===== src/rtl/stack_pkg.sv =====
// Shared constants for the stack sequencer: micro-op codes, response error codes
// and FSM state encoding.
package stack_pkg;

    localparam logic [2:0] OP_NOP   = 3'd0;
    localparam logic [2:0] OP_PUSH  = 3'd1;
    localparam logic [2:0] OP_POP   = 3'd2;
    localparam logic [2:0] OP_BINOP = 3'd3;
    localparam logic [2:0] OP_UNOP  = 3'd4;
    localparam logic [2:0] OP_DUP   = 3'd5;
    localparam logic [2:0] OP_SWAP  = 3'd6;
    localparam logic [2:0] OP_RSVD  = 3'd7;

    localparam logic [1:0] ERR_OK    = 2'b00;
    localparam logic [1:0] ERR_UNDER = 2'b01;
    localparam logic [1:0] ERR_OVER  = 2'b10;
    localparam logic [1:0] ERR_ILL   = 2'b11;

    typedef enum logic [1:0] {
        IDLE     = 2'd0,
        DUP_PUSH = 2'd1,
        SWAP_P1  = 2'd2,
        SWAP_P2  = 2'd3
    } state_t;

endpackage


===== src/rtl/stack_op_check.sv =====
// Combinational legality check for a stack micro-op against the current depth.
// Reports the error code (illegal > underflow > overflow) and the net depth change.
module stack_op_check
    import stack_pkg::*;
#(
    parameter int DEPTH_MAX = 1024,
    parameter int DW        = $clog2(DEPTH_MAX + 1)
) (
    input  logic [2:0]    op_code,
    input  logic [DW-1:0] depth,
    output logic [1:0]    err,
    output logic          depth_inc,
    output logic          depth_dec
);

    localparam logic [DW-1:0] MAX_D = DW'(DEPTH_MAX);

    logic lt1, lt2, at_max;

    assign lt1    = (depth == '0);
    assign lt2    = lt1 || (depth == DW'(1));
    assign at_max = (depth >= MAX_D);

    always_comb begin
        err       = ERR_OK;
        depth_inc = 1'b0;
        depth_dec = 1'b0;
        case (op_code)
            OP_NOP: ;
            OP_PUSH:  if (at_max) err = ERR_OVER;  else depth_inc = 1'b1;
            OP_POP:   if (lt1)    err = ERR_UNDER; else depth_dec = 1'b1;
            OP_BINOP: if (lt2)    err = ERR_UNDER; else depth_dec = 1'b1;
            OP_UNOP:  if (lt1)    err = ERR_UNDER;
            OP_DUP: begin
                if (lt1)         err = ERR_UNDER;
                else if (at_max) err = ERR_OVER;
                else             depth_inc = 1'b1;
            end
            OP_SWAP:  if (lt2)    err = ERR_UNDER;
            default:  err = ERR_ILL;
        endcase
    end

endmodule


===== src/rtl/stack_seq_ctrl.sv =====
// Stack micro-op sequencer: accepts one op per handshake, expands DUP/SWAP into
// multi-cycle register-file strobe sequences, tracks depth and routes ALU operands.
module stack_seq_ctrl
    import stack_pkg::*;
#(
    parameter int DBITS     = 32,
    parameter int DEPTH_MAX = 1024,
    parameter int FN_BITS   = 4
) (
    input  logic                             clk,
    input  logic                             rst_n,
    input  logic                             op_valid,
    output logic                             op_ready,
    input  logic [2:0]                       op_code,
    input  logic [FN_BITS-1:0]               op_fn,
    input  logic [DBITS-1:0]                 op_data,
    output logic                             rf_en1,
    output logic                             rf_en2,
    output logic                             rf_we,
    output logic [DBITS-1:0]                 rf_din,
    input  logic [DBITS-1:0]                 rf_dout1,
    input  logic [DBITS-1:0]                 rf_dout2,
    output logic [FN_BITS-1:0]               alu_fn,
    output logic [DBITS-1:0]                 alu_a,
    output logic [DBITS-1:0]                 alu_b,
    input  logic [DBITS-1:0]                 alu_y,
    output logic                             rsp_valid,
    output logic [DBITS-1:0]                 rsp_data,
    output logic [1:0]                       rsp_err,
    output logic [$clog2(DEPTH_MAX+1)-1:0]   depth
);

    localparam int DW = $clog2(DEPTH_MAX + 1);

    state_t           state_reg, state_next;
    logic [DBITS-1:0] cap_a_reg, cap_a_next;
    logic [DBITS-1:0] cap_b_reg, cap_b_next;
    logic [DW-1:0]    depth_reg, depth_next;
    logic             rsp_valid_reg, rsp_valid_next;
    logic [DBITS-1:0] rsp_data_reg, rsp_data_next;
    logic [1:0]       rsp_err_reg, rsp_err_next;

    logic       accept;
    logic [1:0] chk_err;
    logic       chk_inc, chk_dec;

    stack_op_check #(
        .DEPTH_MAX (DEPTH_MAX),
        .DW        (DW)
    ) u_check (
        .op_code   (op_code),
        .depth     (depth_reg),
        .err       (chk_err),
        .depth_inc (chk_inc),
        .depth_dec (chk_dec)
    );

    assign op_ready  = (state_reg == IDLE);
    assign accept    = op_valid & op_ready;
    assign alu_a     = rf_dout1;
    assign alu_b     = rf_dout2;
    assign depth     = depth_reg;
    assign rsp_valid = rsp_valid_reg;
    assign rsp_data  = rsp_data_reg;
    assign rsp_err   = rsp_err_reg;

    always_comb begin
        state_next     = state_reg;
        cap_a_next     = cap_a_reg;
        cap_b_next     = cap_b_reg;
        depth_next     = depth_reg;
        rsp_valid_next = 1'b0;
        rsp_data_next  = '0;
        rsp_err_next   = ERR_OK;
        rf_en1         = 1'b0;
        rf_en2         = 1'b0;
        rf_we          = 1'b0;
        rf_din         = '0;
        alu_fn         = '0;
        case (state_reg)
            IDLE: begin
                if (accept) begin
                    alu_fn         = op_fn;
                    rsp_valid_next = 1'b1;
                    if (chk_err != ERR_OK) begin
                        rsp_err_next = chk_err;
                    end else begin
                        // DUP's increment lands when its second push completes
                        if (chk_inc && op_code != OP_DUP) depth_next = depth_reg + DW'(1);
                        if (chk_dec)                      depth_next = depth_reg - DW'(1);
                        case (op_code)
                            OP_PUSH: begin
                                rf_we  = 1'b1;
                                rf_din = op_data;
                            end
                            OP_POP: begin
                                rf_en1        = 1'b1;
                                rsp_data_next = rf_dout1;
                            end
                            OP_BINOP: begin
                                rf_en1        = 1'b1;
                                rf_en2        = 1'b1;
                                rf_we         = 1'b1;
                                rf_din        = alu_y;
                                rsp_data_next = alu_y;
                            end
                            OP_UNOP: begin
                                rf_en1        = 1'b1;
                                rf_we         = 1'b1;
                                rf_din        = alu_y;
                                rsp_data_next = alu_y;
                            end
                            OP_DUP: begin
                                rf_en1         = 1'b1;
                                rf_we          = 1'b1;
                                rf_din         = rf_dout1;
                                cap_a_next     = rf_dout1;
                                rsp_valid_next = 1'b0;
                                state_next     = DUP_PUSH;
                            end
                            OP_SWAP: begin
                                rf_en1         = 1'b1;
                                rf_en2         = 1'b1;
                                cap_a_next     = rf_dout1;
                                cap_b_next     = rf_dout2;
                                rsp_valid_next = 1'b0;
                                state_next     = SWAP_P1;
                            end
                            default: ;
                        endcase
                    end
                end
            end
            DUP_PUSH: begin
                rf_we          = 1'b1;
                rf_din         = cap_a_reg;
                depth_next     = depth_reg + DW'(1);
                rsp_valid_next = 1'b1;
                state_next     = IDLE;
            end
            // Old top goes back first so the old next ends up on top
            SWAP_P1: begin
                rf_we      = 1'b1;
                rf_din     = cap_a_reg;
                state_next = SWAP_P2;
            end
            SWAP_P2: begin
                rf_we          = 1'b1;
                rf_din         = cap_b_reg;
                rsp_valid_next = 1'b1;
                state_next     = IDLE;
            end
            default: state_next = IDLE;
        endcase
    end

    always_ff @(posedge clk) begin
        if (!rst_n) begin
            state_reg     <= IDLE;
            cap_a_reg     <= '0;
            cap_b_reg     <= '0;
            depth_reg     <= '0;
            rsp_valid_reg <= 1'b0;
            rsp_data_reg  <= '0;
            rsp_err_reg   <= ERR_OK;
        end else begin
            state_reg     <= state_next;
            cap_a_reg     <= cap_a_next;
            cap_b_reg     <= cap_b_next;
            depth_reg     <= depth_next;
            rsp_valid_reg <= rsp_valid_next;
            rsp_data_reg  <= rsp_data_next;
            rsp_err_reg   <= rsp_err_next;
        end
    end

endmodule


===== config.mk =====
export PLATFORM = sky130hd
export DESIGN_NAME = stack_seq_ctrl
export DESIGN_NICKNAME = d
export VERILOG_FILES = /design/src/rtl/stack_pkg.sv /design/src/rtl/stack_op_check.sv /design/src/rtl/stack_seq_ctrl.sv
export SDC_FILE = /design/constraint.sdc
export NUM_CORES = 1
export LEC_CHECK = 0
export ABC_AREA = 1
export CELL_PAD_IN_SITES_DETAIL_PLACEMENT = 1
export CELL_PAD_IN_SITES_GLOBAL_PLACEMENT = 2
export CORE_AREA = 3 3 175 177
export CTS_CLUSTER_DIAMETER = 120
export CTS_CLUSTER_SIZE = 16
export DETAILED_ROUTE_END_ITERATION = 10
export DIE_AREA = 0 0 178 180
export PLACE_DENSITY = 0.8
export SKIP_CTS_REPAIR_TIMING = 1
export SYNTH_ARGS = -nofsm -noshare
export SYNTH_HDL_FRONTEND = slang
export SYNTH_SLANG_ARGS = --single-unit

===== constraint.sdc =====
create_clock -name clk -period 2.23 [get_ports clk]
set_input_delay 0.3345 -clock clk [delete_from_list [all_inputs] [get_ports clk]]
set_output_delay 0.3345 -clock clk [all_outputs]
set_load 0.01 [all_outputs]

### Word level (Yosys, flattened, before mapping)

Cells that the tools add are included.

| word-level totals | value |
|---|---|
| bits in registers | 112 |
| bits of input ports | 138 |
| logic and storage cells | 95 |
| output and inout port bits | 150 |

| cells by class | value |
|---|---|
| $add $sub $neg | 2 |
| order comparisons | 1 |
| reductions and logical operators | 22 |
| mux-type cells | 43 |
| equality and inequality tests | 15 |
| bitwise logic cells | 5 |

Operators by type and width:

| operator | count |
|---|---|
| $pmux W32 S3 | 2 |
| $mux W32 | 2 |
| $pmux W32 S2 | 1 |
| $mux W11 | 4 |
| $pmux W11 S2 | 1 |
| $mux W1 | 20 |
| $reduce_and A4 Y1 | 4 |
| $reduce_or A2 Y1 | 6 |
| $add A11 B1 Y11 const B | 1 |
| $eq A11 B1 Y1 const B | 1 |
| $ge A11 B11 Y1 const B | 1 |
| $logic_not A11 Y1 | 1 |
| $sub A11 B1 Y11 const B | 1 |
| $pmux W2 S5 | 1 |
| $eq A3 B3 Y1 const B | 3 |
| $mux W2 | 4 |
| $mux W4 | 2 |
| $pmux W1 S2 | 4 |
| $reduce_or A4 Y1 | 2 |
| $eq A3 B2 Y1 const B | 2 |
| $ne A3 B1 Y1 const B | 2 |
| $pmux W2 S3 | 1 |
| $reduce_or A5 Y1 | 1 |
| $eq A2 B2 Y1 const B | 2 |
| 15 further kinds | 19 |

### Logic depth before layout (Yosys ltp)

Gate-level depths: netlist of the first run.

| logic depth | value |
|---|---|
| depth in word-level cells | 10 |
| mapped depth | 13 |
| gate-level depth less buffers | 13 |

### Modules after synthesis

From an unflattened synthesis of the first run, not the netlist that was laid out.

| unflattened totals | value |
|---|---|
| cells, all modules | 1,024 |
| area total of the unflattened synthesis | 6,373.6 µm² |

Modules (own cells, without submodules):

| module | sequential area each (µm²) | cells each | area an instance (µm²) | times used |
|---|---|---|---|---|
| stack_seq_ctrl | 2,242.2 | 984 | 6,198.4 | 1 |
| stack_op_check | 0.0 | 40 | 175.2 | 1 |

### Worst setup path after synthesis of the first run

No wires, ideal clock.

| timing | value |
|---|---|
| kind | flip-flop to output port |
| from | register depth_reg[0], in the netlist depth[0] |
| to | output rf_din[12] |
| data required time | 1,896 ps |
| cell stages (with the launch flop) | 11 |
| setup slack | -122 ps |
| arrival time | 2,017 ps |
| path through | dfxtp_1 -> inv_1 -> ha_1 -> nand2_2 -> nand2_1 -> nand3_2 -> nand4_4 -> nor2_4 -> nand3_2 -> clkbuf_1 -> o21ai_0 |

| between the ends | value |
|---|---|
| word-level cells in the longest chain between the ends | 8 |
| elaborated cells on any way between the ends | 13 |
| classes of those cells | order compare: 1; eq/ne: 1; mux: 8; reduce/logical: 3 |

Ends and longest elaborated chain:

| element | RTL line | source |
|---|---|---|
| start, declared | stack_seq_ctrl.sv:38 | `logic [DW-1:0] depth_reg, depth_next;` |
| start signal, assigned | stack_seq_ctrl.sv:170 | `depth_reg <= depth_next;` |
| $ge A11 B11 Y1, or another cell as far along | stack_op_check.sv:22 | `assign at_max = (depth >= MAX_D);` |
| $mux W2 / $logic_or A1 B1 Y1 (equally long branches) | stack_op_check.sv:30, stack_op_check.sv:36, stack_op_check.sv:21 |  |
| $mux W2 / $mux W1 (equally long branches) | stack_op_check.sv:35, stack_op_check.sv:32, stack_op_check.sv:39 |  |
| $pmux W2 S5 * | stack_op_check.sv:28 | `case (op_code)` |
| $reduce_bool A2 Y1 * | stack_seq_ctrl.sv:85 | `if (chk_err != ERR_OK) begin` |
| $mux W32 * | stack_seq_ctrl.sv:85 |  |
| $mux W32 * | stack_seq_ctrl.sv:82 | `if (accept) begin` |
| $pmux W32 S3 * | stack_seq_ctrl.sv:80 | `case (state_reg)` |
| end, declared | stack_seq_ctrl.sv:20 | `output logic [DBITS-1:0] rf_din,` |

Mark *: on every way between the ends. The rest lies on a longest branch, timed or not.

### Worst setup path after layout of the first run

| timing | value |
|---|---|
| from | register depth_reg[0], in the netlist depth[0] |
| to | output rf_din[19] |

Same word-level chain as after synthesis.

==> results of run 1 <==
-- critical path: stages, from the launching register on --
cell and delay, ps:
dfxtp_2 350, buf_6 120, ha_4 150, nand2_4 70
nand2_4 70, nand3_4 100, nand4_4 100, nor2_4 130
nand3_4 160, buf_12 210, o21ai_2 140, clkbuf_2 150
-- cell families (layout without fill, tap and decap cells) --
group,Yosys count,after routing,synth area share [%]
compound gates,219,219,20.9
flops,112,112,35.0
xor+xnor,16,16,2.19
buf+inv,191,510,16.2
simple gates,358,358,24.1
fa+ha+maj,8,8,1.56
-- cells in the final DEF (no fill, tap or decap), types with 10 or more instances in the layout --
cell	n
clkdlybuf4s50_1	244
nand2_1	141
buf_4	113
dfxtp_1	110
nor2_1	102
a21oi_1	100
nand3_1	80
inv_1	60
a22o_1	32
buf_2	29
a221oi_1	28
o21ai_0	20
buf_12	19
o21ai_2	16
o21ai_1	15
xor2_1	13
clkbuf_16	10
-- final timing paths --
kind / start / to
min reg2reg: cap_a_reg[8] / cap_a_reg[8]
min: cap_a_reg[8] / cap_a_reg[8]
max: depth[0] / rf_din[19]
max reg2reg: depth[0] / rsp_data[26]
-- layout make-up --
type                       instances  area (um2)
clock buffer                       9         225
inverter                          66         248
clock inverter                     7         105
sequential                       112        2240
tap                              390         488
timing repair buffer             428        4110
fill                            3539       18600
multi-input combinational        601        3340
-- layer usage --
metal,part of all wire [%],global-route usage [%],vias to the layer above
met5,0,0,-
met1,44,21.9,3538
met3,5.0,3.25,12
met2,51,31.0,177
met4,0.64,3.11,0
li1,-,-,3607
-- power by group --
group	total, uW	switching [uW]	internal, uW
combinational	4950	2680	2270
clock	1820	902	923
sequential	2320	114	2210
total	9100	3700	5400
-- through the flow --
stage | setup TNS, ps | std cells | util [%] | power (uW)
floorplan | 0 | 904 | - | 4760
global placement | -71630 | 1591 | 34.9 | 6950
detailed placement | -82040 | 1591 | 34.9 | 7000
CTS | -56800 | 1607 | 36.0 | 8870
global route | -10690 | 1613 | 36.6 | 9770
finish | -5510 | 1613 | 36.6 | 9100
==> results.txt, run 1 <==
- The clock arrives with 12.5 ps of skew.
- Data arrival time of the critical path: 2110 ps
- Synthesis inferred 112 register bits.
* Core Area: 0.0294 mm2
- Vias in the first global route: 7,743
- Yosys Warn Count: 0
- For this run, the total global-route usage over all layers was measured as 17.4%.
- Summed over all layers, the global routing overflow is 0.
- Post-route minimum period: 2440 ps
* Number of nets with antenna violations after routing: 0
- At the worst endpoint, the required time is 1900 ps.
- Most used flip-flop cell after synthesis: dfxtp_1
- The tightest min-delay check is of the reg2reg type.
* Inserted Clock Buffers: 9
- Starting Density: 21.8%
- Worst Hold Margin: 467 ps
- The die covers 0.0320 mm2.
- The analysis attributes to cell leakage a power of 0.00445 uW.
- Async S/R FF share, synth: 0%
- Height of the chip: 180 um
- Endpoint kind of the worst setup timing path: output port
- Setup repair after global routing missed its margin: true
- CTS built an H-tree with a depth of 3.
* IO Count: 288
- A synthesized cell averages 7.08 um2.
- Prior to clock tree synthesis, the placed netlist has a worst setup slack of -719 ps.
- Fin. Hold Viols: 0
- Clock tree from TritonCTS: done
* Crit Path Max Fanout: 14
- 0 antenna diodes ended up in the layout.
- For the pin with the worst max-slew slack, the measured transition is 507 ps.
- Across the VDD grid, the largest voltage drop is 0.000567 V.
* Maximum count of clock buffers along a single path: 2
- Cell types with the largest area share after synthesis: dfxtp_1 (35%), nand2_1 (8.7%), a21oi_1 (8.0%), buf_4 (7.6%), nand3_1 (6.3%)
* Sequential fraction of the synthesis area: 35.0%
- After detailed routing, the number of remaining DRC violations is 0.
- List of most frequent post-synthesis cells: nand2_1 (148), dfxtp_1 (112), nor2_1 (106)
- The final critical path takes up 109% of the cycle.
* Number of design-rule violations left by the first detailed-router iteration: 344
- The worst hold path was traced through 2 stages.
* TritonCTS Sinks: 112
- Die X-Extent: 178 um
- In the post-synthesis netlist, the cell with the most instances is nand2_1.
- The floorplan has 63 rows.
- The share of synthesized area in the top cell type comes to 35.0%.
- The setup path with the least slack is of type reg2out.
- The first global-routing pass estimated 44,000 um of wire.
* Violated checks: negative setup slack
- Power density relative to cell area: 846 mW/mm2
- Clock-pin transition on the worst setup and hold timing paths: 90 ps
- Pin count of the biggest net entering global routing: 68
* Via count: 7,334
- The root buffer cell chosen for the clock tree is clkbuf_16.
* Fin worst setup slack: -210 ps
- Before antenna repair, the detailed router went through 4 iterations.
- Depth of the worst register-to-register path: 13
- Wirelength per Cell: 18.0 um
* Minimum setup slack among reg-to-reg paths: 90 ps
* Peak clock frequency supported by timing: 410 MHz
- Mapped Cells: 904
* Critical path startpoint category: flip-flop
* Status: complete, but fails checks
- After the last flow step, the layout net total stands at 1,364.
- dfxtp_1 takes more of the synthesized area than any other cell.
- The synthesized netlist occupies a cell area of 0.00640 mm2.
- After detailed placement, the total cell area comes to 0.0103 mm2.
- Clock latency reported for the late side of the worst-skew pair: 360 ps
- Worst slew slack as a fraction of its limit: 66.1%
* Number of endpoints failing setup at the final stage: 35
- The netlist uses 29 different library cells.
- Initial antenna violation count: 0
* Placer's final routability congestion estimate: 0.778
- Yosys mapped a number of flops with a built-in enable equal to 0.
- The max-slew violation count came to 0.
- Once layout is done, the placed cells without fillers occupy 0.0108 mm2.
- In the routed layout, each cell is associated on average with a via count of 4.55.
* Buffers added on ports: 287
- Compared with the post-synthesis result, the final layout area differs by 68.1%.
- Of the cells placed in the final design, the portion with a size suffix greater than 1 is 20.6%.
* Max-cap violations: 0
- The number of nets handed over by synthesis was 1,050.
* Final wirelength: 29,000 um
- Once detailed placement completed, the half-perimeter wirelength came to 21,800 um.
Power figures use the tool's default switching activity.
==> inputs of run 2 (changes only) <==
- GPL_ROUTABILITY_DRIVEN: default -> 1
==> results of run 2 <==
The final DEF is identical to that of run 1; final timing and power are the same.
==> inputs of run 3 (changes only) <==
- SETUP_SLACK_MARGIN: default -> 0.4
==> run 3 against run 2 <==
Against the previous run: the run still ends with negative setup slack left; sequential power hardly changed; final cell count hardly changed; critical path depth stayed put; power is 0.12% lower; worst hold slack hardly changed; core utilization is 1.3 points higher; flip-flop and latch count stayed put; clock skew is 7.3 ps higher; sequential share of layout area is 0.66 points lower; clock power is 2% lower; clock-buffer cell count stayed put; critical path type unchanged.
==> results.txt, run 3 (synthesis gave the netlist of run 1 again) <==
- The area enclosed by the die boundary came to 0.0320 mm2 (unchanged).
* Die X-Extent: 178 um (unchanged)
* Hold Crit Endpoint: cap_a_reg[25]
* Maximum count of clock buffers along a single path: 2 (unchanged)
* GRT Total Usage: 16.9% (-0.54 points)
- Source of the worst hold timing path: cap_a_reg[25]
- Number of endpoints failing setup at the final stage: 35 (unchanged)
- The estimated wirelength of the detail-placed design was 21,400 um (-2.0%).
* Final wirelength: 28,600 um (-1.2%)
- The wire length per cell was 17.8 um (-1.1%).
- The peak clock frequency supported by timing came to 421 MHz (+2.7%).
- The number of buffers added on ports is 287 (unchanged).
- N_diodes: 0 (unchanged)
* Fin. Hold Viols: 0 (unchanged)
- Pin count of the biggest net entering global routing: 68 (unchanged)
- Via count: 7,322 (-0.16%)
- The net total in the final layout was 1,363 (-0.073%).
- The number of clock sinks was 112 (unchanged).
- Data arrival time of the critical path: 2040 ps (-70 ps)
- Post-layout util: 37.9% (+1.3 points)
- Largest clock skew in the final design: 19.8 ps (+7.29 ps)
* Crit Path Max Fanout: 18 (+4)
* Depth of the worst register-to-register path: 12 (-1)
- The transition time of the tightest slew-check pin was 530 ps (+22.3 ps).
* Class of the most critical hold timing path: reg2reg
* IO Count: 288 (unchanged)
* Number of design-rule violations left by the first detailed-router iteration: 202 (-41%)
* Starting Density: 21.8% (unchanged)
- The number of H-tree branching levels came to 3 (unchanged).
- The tree is rooted in a clkbuf_16.
* Most used routing layer in global routing: met2
- Critical path startpoint category: flip-flop
* Number of remaining DRC errors: 0 (unchanged)
- Core Area: 0.0294 mm2 (unchanged)
* Buf/Inv on CP: 3 (unchanged)
- The peak per-stage delay on the critical path was 380 ps (+30 ps).
* Standby leakage power: 0.00450 uW (+0.99%)
- Endpoint kind of the worst setup timing path: output port
- Max-cap violations: 0 (unchanged)
- The number of buffers inserted during clock tree synthesis is 9 (unchanged).
- Worst slew slack as a fraction of its limit: 64.6% (-1.5 points)
- The met2 usage in global routing came to 29.5% (-1.5 points).
- The cell row count is 63 (unchanged).
- Height of the chip: 180 um (unchanged)
- Commonest cells after routing, fill and taps aside: clkdlybuf4s50_1 (244), nand2_1 (140), buf_4 (115)
* Fraction of layout cells with a size suffix above 1: 25.1% (+4.5 points)
* Violated checks: negative setup slack
- The largest individual stage delay along the critical path comes from the cell dfxtp_4.
- Pre-CTS setup slack: -737 ps (-17.2 ps)
- The max-slew violation count was 0 (unchanged).
- The final worst-path setup slack was -145 ps (+64.2 ps).
- Routing usage on met1: 21.6% (-0.29 points)
* Routed via count divided by cell count: 4.54 (-0.10%)
- Leaving out fill and tap cells, the most frequent cell in the layout is clkdlybuf4s50_1.
- Minimum setup slack among reg-to-reg paths: 90 ps (about the same)
- Endpoint of the worst-slack reg-to-reg timing path: cap_a_reg[14]
- The final critical-path share of the clock period is 107% (-2.9 points).
- Worst r2r src: depth[0]
- The clock latency on the worst-skew pair was 360 ps (about the same).
- Peak VDD IR: 0.000484 V (-15%)
- Required time of the critical path: 1900 ps (about the same)
- Number of nets with antenna violations after routing: 0 (unchanged)
- Clock-pin transition on the worst setup and hold timing paths: 90 ps (about the same)
- Status: complete, but fails checks
* Routing usage on met3: 3.27% (+0.021 points)
- Total global routing overflow: 0 (unchanged)
- Placer's final routability congestion estimate: 0.794 (+2.1%)
- Among cell families on the critical path, the largest total delay comes from simple AND/OR/NAND/NOR gates.
- The signal on the critical path passes through inv_4 -> ha_4 -> nand2_4 -> nand2_4 -> nand3_4 -> nand4_4 -> nor2_4 -> nand3_4 -> buf_12 -> o21ai_2 -> buf_2.
- Post-route minimum period: 2380 ps (-64.2 ps)
- Initial antenna violation count: 0 (unchanged)
- Power density relative to cell area: 815 mW/mm2 (-3.6%)
- The number of stages on the worst hold path was 2 (unchanged).
- First-pass DRT Iterations: 4 (unchanged)
- Critical setup path kind: reg2out
- Vias in the first global route: 7,620 (-1.6%)
* Wire length of the first global-routing pass: 42,800 um (-2.8%)
- Setup repair after global routing could not meet its margin everywhere.
- Relative to the synthesized area, the layout overhead comes to 74.2%.
- Final Total Pwr: 9090 uW (-0.12%)
- Clock tree from TritonCTS: done
==> run 3: cell count changes in the layout (fill, tap and decap cells not counted), moves of 11 or more <==
cell | before | now
nor2_2 | 0 | 12
a221oi_1 | 28 | 7
a221oi_2 | 4 | 25
buf_2 | 29 | 18
o21ai_1 | 15 | 3
nor2_1 | 102 | 91
o21ai_4 | 1 | 17
buf_6 | 9 | 20
==> run 3: worst max-delay path by stage <==
stage                     from    endpoint  slack, ps  cells after the start
floorplan             depth[0]  rf_din[12]        260                     10
global placement    op_code[1]  rf_din[21]       -690                     11
detailed placement  op_code[1]  rf_din[21]       -740                     11
CTS                 op_code[1]  rf_din[16]       -740                     10
global route          depth[0]   rf_din[8]       -270                     11
finish                depth[0]   rf_din[8]       -150                     11
==> run 3: area by class of cell <==
| class | instances | area (um2) |
|---|---|---|
| fillers | 3490 | 18300 |
| repair buffers | 427 | 4170 |
| multi-input cells | 601 | 3670 |
| flip-flops and latches | 112 | 2250 |
| well taps | 390 | 488 |
| inverters | 66 | 250 |
| clock buffers | 9 | 225 |
| clock inverters | 7 | 95.1 |
==> run 3: stage by stage <==
| step | setup TNS (ps) | hold WS, ps | instance area, um2 | instances |
|---|---|---|---|---|
| 2_1_floorplan | 0 | 440 | 6740 | 904 |
| 3_3_place_gp | -70230 | 448 | 10500 | 1589 |
| 3_5_place_dp | -79180 | 456 | 10500 | 1589 |
| 4_1_cts | -40590 | 467 | 10800 | 1605 |
| 5_1_grt | -10250 | 489 | 11100 | 1612 |
| 6_report | -3430 | 466 | 11100 | 1612 |
==> run 3: metal layers <==
metal	vias up	wire length [um]
met3	20	1460
met5	-	0
met1	3528	12600
li1	3598	-
met2	176	14300
met4	0	272
==> run 3: worst register-to-register path, stage by stage, from the launching register on <==
cell	delay, ps
dfxtp_4	380
inv_4	40
ha_4	160
nand2_4	90
nand2_4	70
nand3_4	90
nand4_4	90
nor2_4	150
clkbuf_8	460
nand2_2	110
buf_4	230
nand2_1	90
a21oi_1	60
==> run 3: report_power, final <==
group	switching, uW	internal (uW)
Sequential	126	2220
Combinational	2720	2240
Clock	868	913
Total	3720	5370
